===== src/rtl/instdecode_pkg.sv =====
`default_nettype none
// ============================================================================
//  Module   : instdecode_pkg
//  Purpose  : Shared DLX decode definitions: field positions, opcodes,
//             the ID/EX bundle type and immediate-extension helper.
//  Revision : 1.0 - initial release
// ============================================================================
package instdecode_pkg;

   // Instruction field bit positions
   localparam int OPC_MSB = 31;
   localparam int OPC_LSB = 26;
   localparam int RS1_MSB = 25;
   localparam int RS1_LSB = 21;
   localparam int RS2_MSB = 20;
   localparam int RS2_LSB = 16;
   localparam int RD_MSB  = 15;
   localparam int RD_LSB  = 11;

   // Opcodes
   localparam logic [5:0] OP_RTYPE = 6'h00;
   localparam logic [5:0] OP_J     = 6'h02;
   localparam logic [5:0] OP_JAL   = 6'h03;
   localparam logic [5:0] OP_BEQZ  = 6'h04;
   localparam logic [5:0] OP_BNEZ  = 6'h05;
   localparam logic [5:0] OP_ANDI  = 6'h0C;
   localparam logic [5:0] OP_ORI   = 6'h0D;
   localparam logic [5:0] OP_XORI  = 6'h0E;
   localparam logic [5:0] OP_LHI   = 6'h0F;
   localparam logic [5:0] OP_JR    = 6'h12;
   localparam logic [5:0] OP_JALR  = 6'h13;
   localparam logic [5:0] OP_LB    = 6'h20;
   localparam logic [5:0] OP_LHU   = 6'h25;
   localparam logic [5:0] OP_SB    = 6'h28;
   localparam logic [5:0] OP_SH    = 6'h29;
   localparam logic [5:0] OP_SW    = 6'h2B;

   localparam logic [31:0] DLX_NOP      = 32'h0000_0000;
   localparam logic [4:0]  DLX_LINK_REG = 5'd31;

   // One ID/EX bundle
   typedef struct packed {
      logic        valid;
      logic [31:0] ir;
      logic [31:0] npc;
      logic [31:0] a;
      logic [31:0] b;
      logic [31:0] imm;
      logic [4:0]  rd;
      logic        is_load;
      logic        is_store;
      logic        is_branch;
      logic        is_jump;
      logic        is_link;
   } idex_t;

   // Bubble: NOP word, no flags, every other field zero
   function automatic idex_t dlx_bubble();
      idex_t b;
      b    = '0;
      b.ir = DLX_NOP;
      return b;
   endfunction

   // Immediate extension selected by opcode
   function automatic logic [31:0] dlx_imm(input logic [31:0] ir);
      logic [5:0]  op;
      logic [31:0] imm;
      op  = ir[OPC_MSB:OPC_LSB];
      imm = {{16{ir[15]}}, ir[15:0]};
      if (op == OP_ANDI || op == OP_ORI || op == OP_XORI)
         imm = {16'h0000, ir[15:0]};
      else if (op == OP_LHI)
         imm = {ir[15:0], 16'h0000};
      else if (op == OP_J || op == OP_JAL)
         imm = {{6{ir[25]}}, ir[25:0]};
      return imm;
   endfunction

endpackage
`default_nettype wire


===== src/rtl/dlx_regfile.sv =====
`default_nettype none
// ============================================================================
//  Module   : dlx_regfile
//  Purpose  : 32x32 general register file, two combinational read ports,
//             one write port, write-through bypass, r0 hard-wired to zero.
//  Revision : 1.0 - initial release
// ============================================================================
module dlx_regfile #(
   parameter int RF_DEPTH = 32
) (
   input  logic        clk,
   input  logic        reset,
   input  logic [4:0]  rs1_addr,
   input  logic [4:0]  rs2_addr,
   output logic [31:0] rs1_data,
   output logic [31:0] rs2_data,
   input  logic        wb_en,
   input  logic [4:0]  wb_addr,
   input  logic [31:0] wb_data
);

   logic [31:0] regs [RF_DEPTH];

   // Register array: reset clears all, otherwise writeback (never r0)
   always_ff @(posedge clk) begin
      if (reset) begin
         for (int i = 0; i < RF_DEPTH; i++)
            regs[i] <= '0;
      end else if (wb_en && wb_addr != 5'd0) begin
         regs[wb_addr] <= wb_data;
      end
   end

   // Read port 1: r0 is zero, same-cycle writeback wins over array
   always_comb begin
      rs1_data = '0;
      if (rs1_addr == 5'd0)
         rs1_data = '0;
      else if (wb_en && wb_addr == rs1_addr)
         rs1_data = wb_data;
      else
         rs1_data = regs[rs1_addr];
   end

   // Read port 2: same policy as port 1
   always_comb begin
      rs2_data = '0;
      if (rs2_addr == 5'd0)
         rs2_data = '0;
      else if (wb_en && wb_addr == rs2_addr)
         rs2_data = wb_data;
      else
         rs2_data = regs[rs2_addr];
   end

endmodule
`default_nettype wire


===== src/rtl/instdecode.sv =====
`default_nettype none
// ============================================================================
//  Module   : instdecode
//  Purpose  : DLX decode stage: one-entry holding register, register read,
//             immediate extension, load-use hazard stall, ID/EX register.
//  Revision : 1.0 - initial release
// ============================================================================
module instdecode
   import instdecode_pkg::*;
#(
   parameter int RF_DEPTH = 32
) (
   input  logic        clock2,
   input  logic        reset2,
   input  logic [31:0] ir_in2,
   input  logic [31:0] npc_in2,
   input  logic        ir_valid2,
   input  logic        flush2,
   input  logic        wb_en2,
   input  logic [4:0]  wb_addr2,
   input  logic [31:0] wb_data2,
   output logic        stall2,
   output logic        valid_out2,
   output logic [31:0] irout2,
   output logic [31:0] npcout2,
   output logic [31:0] aout2,
   output logic [31:0] bout2,
   output logic [31:0] immout2,
   output logic [4:0]  rdout2,
   output logic        is_load2,
   output logic        is_store2,
   output logic        is_branch2,
   output logic        is_jump2,
   output logic        is_link2
);

   logic [31:0] pend_ir;
   logic [31:0] pend_pc;
   logic        pend_valid;
   idex_t       idex;
   idex_t       dec;
   logic [5:0]  opcode;
   logic [4:0]  rs1;
   logic [4:0]  rs2;
   logic [31:0] rs1_val;
   logic [31:0] rs2_val;
   logic        uses_rs1;
   logic        uses_rs2;

   assign opcode = pend_ir[OPC_MSB:OPC_LSB];
   assign rs1    = pend_ir[RS1_MSB:RS1_LSB];
   assign rs2    = pend_ir[RS2_MSB:RS2_LSB];

   dlx_regfile #(
      .RF_DEPTH (RF_DEPTH)
   ) u_regfile (
      .clk      (clock2),
      .reset    (reset2),
      .rs1_addr (rs1),
      .rs2_addr (rs2),
      .rs1_data (rs1_val),
      .rs2_data (rs2_val),
      .wb_en    (wb_en2),
      .wb_addr  (wb_addr2),
      .wb_data  (wb_data2)
   );

   // Decode the held instruction into a candidate ID/EX bundle
   always_comb begin
      dec           = '0;
      dec.valid     = 1'b1;
      dec.ir        = pend_ir;
      dec.npc       = pend_pc;
      dec.a         = rs1_val;
      dec.b         = rs2_val;
      dec.imm       = dlx_imm(pend_ir);
      dec.is_load   = (opcode >= OP_LB) && (opcode <= OP_LHU);
      dec.is_store  = (opcode == OP_SB) || (opcode == OP_SH) || (opcode == OP_SW);
      dec.is_branch = (opcode == OP_BEQZ) || (opcode == OP_BNEZ);
      dec.is_jump   = (opcode == OP_J) || (opcode == OP_JAL) ||
                      (opcode == OP_JR) || (opcode == OP_JALR);
      dec.is_link   = (opcode == OP_JAL) || (opcode == OP_JALR);
      if (opcode == OP_RTYPE)
         dec.rd = pend_ir[RD_MSB:RD_LSB];
      else if (dec.is_link)
         dec.rd = DLX_LINK_REG;
      else if (dec.is_store || dec.is_branch || dec.is_jump)
         dec.rd = 5'd0;   // J and JR remain here: jumps without link
      else
         dec.rd = pend_ir[RS2_MSB:RS2_LSB];
      uses_rs1 = !((opcode == OP_J) || (opcode == OP_JAL));
      uses_rs2 = (opcode == OP_RTYPE) || dec.is_store;
   end

   // Load-use hazard: depends only on held instruction and ID/EX state
   assign stall2 = pend_valid && idex.valid && idex.is_load && (idex.rd != 5'd0) &&
                   (((idex.rd == rs1) && uses_rs1) || ((idex.rd == rs2) && uses_rs2));

   // Holding register: flush still captures the redirect target
   always_ff @(posedge clock2) begin
      if (reset2) begin
         pend_valid <= 1'b0;
         pend_ir    <= '0;
         pend_pc    <= '0;
      end else if (flush2) begin
         pend_valid <= ir_valid2;
         if (ir_valid2) begin
            pend_ir <= ir_in2;
            pend_pc <= npc_in2;
         end
      end else if (ir_valid2 && !stall2) begin
         pend_valid <= 1'b1;
         pend_ir    <= ir_in2;
         pend_pc    <= npc_in2;
      end else if (!stall2) begin
         pend_valid <= 1'b0;   // held entry consumed, or already empty
      end
   end

   // ID/EX register: bubble on reset, flush, empty or stall
   always_ff @(posedge clock2) begin
      if (reset2)
         idex <= '0;
      else if (flush2 || !pend_valid || stall2)
         idex <= dlx_bubble();
      else
         idex <= dec;
   end

   assign valid_out2 = idex.valid;
   assign irout2     = idex.ir;
   assign npcout2    = idex.npc;
   assign aout2      = idex.a;
   assign bout2      = idex.b;
   assign immout2    = idex.imm;
   assign rdout2     = idex.rd;
   assign is_load2   = idex.is_load;
   assign is_store2  = idex.is_store;
   assign is_branch2 = idex.is_branch;
   assign is_jump2   = idex.is_jump;
   assign is_link2   = idex.is_link;

endmodule
`default_nettype wire


===== config.mk =====
export PLATFORM = sky130hd
export DESIGN_NAME = instdecode
export DESIGN_NICKNAME = d
export VERILOG_FILES = /design/src/rtl/instdecode_pkg.sv /design/src/rtl/dlx_regfile.sv /design/src/rtl/instdecode.sv
export SDC_FILE = /design/constraint.sdc
export NUM_CORES = 2
export LEC_CHECK = 0
export CAP_MARGIN = 20
export CORE_ASPECT_RATIO = 0.8
export CORE_MARGIN = 1.5
export CORE_UTILIZATION = 45
export DETAILED_ROUTE_END_ITERATION = 8
export PLACE_DENSITY = 0.71
export SYNTH_ARGS = -nofsm -noshare
export SYNTH_HDL_FRONTEND = slang
export SYNTH_HIERARCHICAL = 1
export SYNTH_SLANG_ARGS = --single-unit

===== constraint.sdc =====
create_clock -name clock2 -period 6.43 [get_ports clock2]
set_clock_uncertainty 0.15 [all_clocks]
set_input_delay 1.286 -clock clock2 [delete_from_list [all_inputs] [get_ports clock2]]
set_output_delay 1.286 -clock clock2 [all_outputs]
set_load 0.02 [all_outputs]

==> run summary <==
status: complete, no violations
Tot GR Track Use: 29.0%
worst hold path type: register to register
area of the multi-input gates: 0.0257 mm²
top_reg_cell synth: edfxtp_1
GR Overflow Total: 0
CTS buffer count: 132
Top Ports: 278
crit-path cells: xnor2_1 > nand3_1 > or4_1 > a21oi_4 > clkdlybuf4s50_1
R2R Path End: aout2[15]
Max VDD drop: 0.233 mV
post-CTS setup buffer count: 0
antenna violations before repair: 19
top-count cell post-synth: and2_1
Nets: 4718
row count: 122
worst r2r src: pend_ir[21]
FF-to-FF setup slack: 2.15 ns
CP max stage cell: dfxtp_4
placed cell count: 6328
clock transition at the registers of the reported paths: 0.06 ns
fin crit share: 78.5%
fill count: 11321
Slew HR: 11.3%
largest net degree at the start of global routing: 123
Syn Inst Count: 4473
Hold Path Sink: npcout2[22]
WP data arrival: 3.61 ns
Yosys top cell by area: edfxtp_1
Clk Latency, worst-skew pair: 0.78 ns
Hold Crit Depth: 1
Initial DRT Pass Iterations: 6
Routed Antenna Nets: 0
Cell Pwr Density: 271 mW/mm²
non-filler instance count after layout: 6589
GP Congestion: 0.904
Max Clk Rate: 198 MHz
area growth from synthesis to layout: 15.0%
worst-margin pin slew: 1.33 ns
leakage power: 24.6 nW
PortBufs: 277
synthesized area per cell: 14.0 µm²
RSZ-0062 raised after global routing: false
register area: 0.0355 mm²
Final setup viols: 0
DRT Wirelength: 208000 µm
share of cells above drive strength 1: 18.2%
CTS Root Cell: clkbuf_16
Crit Path Class: register to output pin
# DRC: 0
CTS Sinks: 1260
final hold vios: 0
Area contributors post-synth: edfxtp_1, mux4_2, and2_1, dfxtp_1, mux2i_1
r2r worst-path depth: 7
H-tree depth: 4
Vert. Die Dim: 337 µm
TritonCTS clock tree: built
synthesized flop and latch total: 1260
Hold WS: 0.301 ns
clock tree buffer depth: 3
Die Wd: 420 µm
crit path max fanout: 34
synthesized area: 0.0627 mm²
Final HPWL DP: 127000 µm
Setup crit end kind: output pin
number of global-route vias before repair: 40138
Final Util: 52.2%
hold wc startpoint: pend_pc[22]
EDFF count, synth: 1024
post-synth cell types: 61
synth warn: 6
ys async rst share: 0%
total number of vias: 42047
CTS-repair resized insts: 0
initial DRC count: 6334
Vias/cell: 6.38
Largest stage delay, worst path: 0.89 ns
min Tclk post-route: 5.05 ns
top-area cell type share of the netlist area: 49.0%
WP data required: 4.99 ns
Max Cap Viol: 0
setup TNS: 0 ns
Slew Limit Fails: 0
DR WL/cell: 31.6 µm
Core Region: 0.138 mm²
CTS Hold Bufs: 0
Startpoint Class: register
Seq/Total Area, Yosys: 56.6%
Initial Util: 45.3%
synth cell count leaders: and2_1, edfxtp_1, mux4_2
Die Area: 0.142 mm²
first-pass GRT wire length: 293000 µm
[per-layer routing]
metal  share of wire, %  GRT usage, %  wire length, µm
met1                 37          39.8            78000
met2                 45          43.0            93000
met3                 13          7.80            27500
met4                4.7          13.6             9710
met5              0.014         0.102               30
[worst max path at each step]
stage                      startpoint                      to  slack (ns)  cells after the start
after floorplan           wb_addr2[2]   u_regfile/regs[10][0]        3.23                      4
after global placement    wb_addr2[1]  u_regfile/regs[19][31]        1.31                      6
after detailed placement  wb_addr2[1]  u_regfile/regs[19][10]        1.28                      6
after CTS                 pend_ir[21]                  stall2        1.32                      5
after global routing      pend_ir[21]                  stall2        1.22                      5
final                     pend_ir[21]                  stall2        1.38                      5
[worst max-delay path, delay by kind of cell (launching register included)]
family | cells | cell delay [ns]
DFF | 1 | 0.89
buffers and inverters | 1 | 0.74
and+or+nand+nor | 2 | 0.55
AOI/OAI and AO/OA | 1 | 0.48
xor gates and xnor gates | 1 | 0.19
[power by group]
group	internal [mW]	switching (mW)
combinational	0.956	1.34
sequential	9.22	0.282
clock	4.41	3.31
total	14.6	4.94
[cell families (layout without fill, tap and decap cells)]
logic type | Yosys count | in the layout | share of synthesized area (%)
other cells | 1 | 39 | 0.00598
buf+inv | 468 | 686 | 3.22
simple gates | 1477 | 1477 | 14.4
mux | 738 | 738 | 19.5
flops | 1260 | 1260 | 56.6
compound gates | 509 | 509 | 6.02
xor+xnor | 20 | 20 | 0.279
[registers in the layout (all words and copies together) (netlist names)]
name            flops
u_regfile/regs   1024
aout2              32
bout2              32
immout2            32
irout2             32
npcout2            32
pend_ir            32
pend_pc            32
rdout2              5
is_branch2          1
is_jump2            1
is_link2            1
is_load2            1
is_store2           1
pend_valid          1
valid_out2          1
[metrics by stage]
stage	area, µm²	setup slack (ns)	power, mW
final	72100	1.38	19.5
after floorplan	62800	3.23	10.9
after detailed placement	67600	1.28	11.9
after global routing	72100	1.22	20.0
after CTS	71900	1.32	19.5
after global placement	67400	1.31	11.8
[area by class of cell]
type                            count  share of cell area [%]
Antenna cell                        7                  0.0243
Clock buffer                      181                    5.18
Clock inverter                     63                   0.798
Inverter                            5                  0.0260
Multi-Input combinational cell   2776                    35.6
Sequential cell                  1260                    49.2
Tap cell                         1860                    3.23
Timing Repair Buffer              437                    5.96
[cell usage in the layout (no fill, tap or decap), drive strengths merged, types with 9 or more instances in the layout]
| cell type | instances |
|---|---|
| and2 | 1123 |
| edfxtp | 1024 |
| mux4 | 388 |
| mux2i | 345 |
| clkdlybuf4s50 | 276 |
| dfxtp | 236 |
| clkbuf | 183 |
| buf | 157 |
| a22oi | 133 |
| nand2b | 132 |
| a21oi | 107 |
| nor2 | 61 |
| a22o | 55 |
| clkinv | 43 |
| o221ai | 42 |
| o22ai | 41 |
| nand2 | 38 |
| or2 | 34 |
| conb | 32 |
| and3 | 29 |
| a2111oi | 25 |
| o221a | 18 |
| xnor2 | 16 |
| inv | 16 |
| nand3 | 14 |
| a221o | 13 |
| nor4 | 10 |
| o211ai | 10 |
| a32oi | 9 |
| o21ai | 9 |
Power figures use the tool's default switching activity.
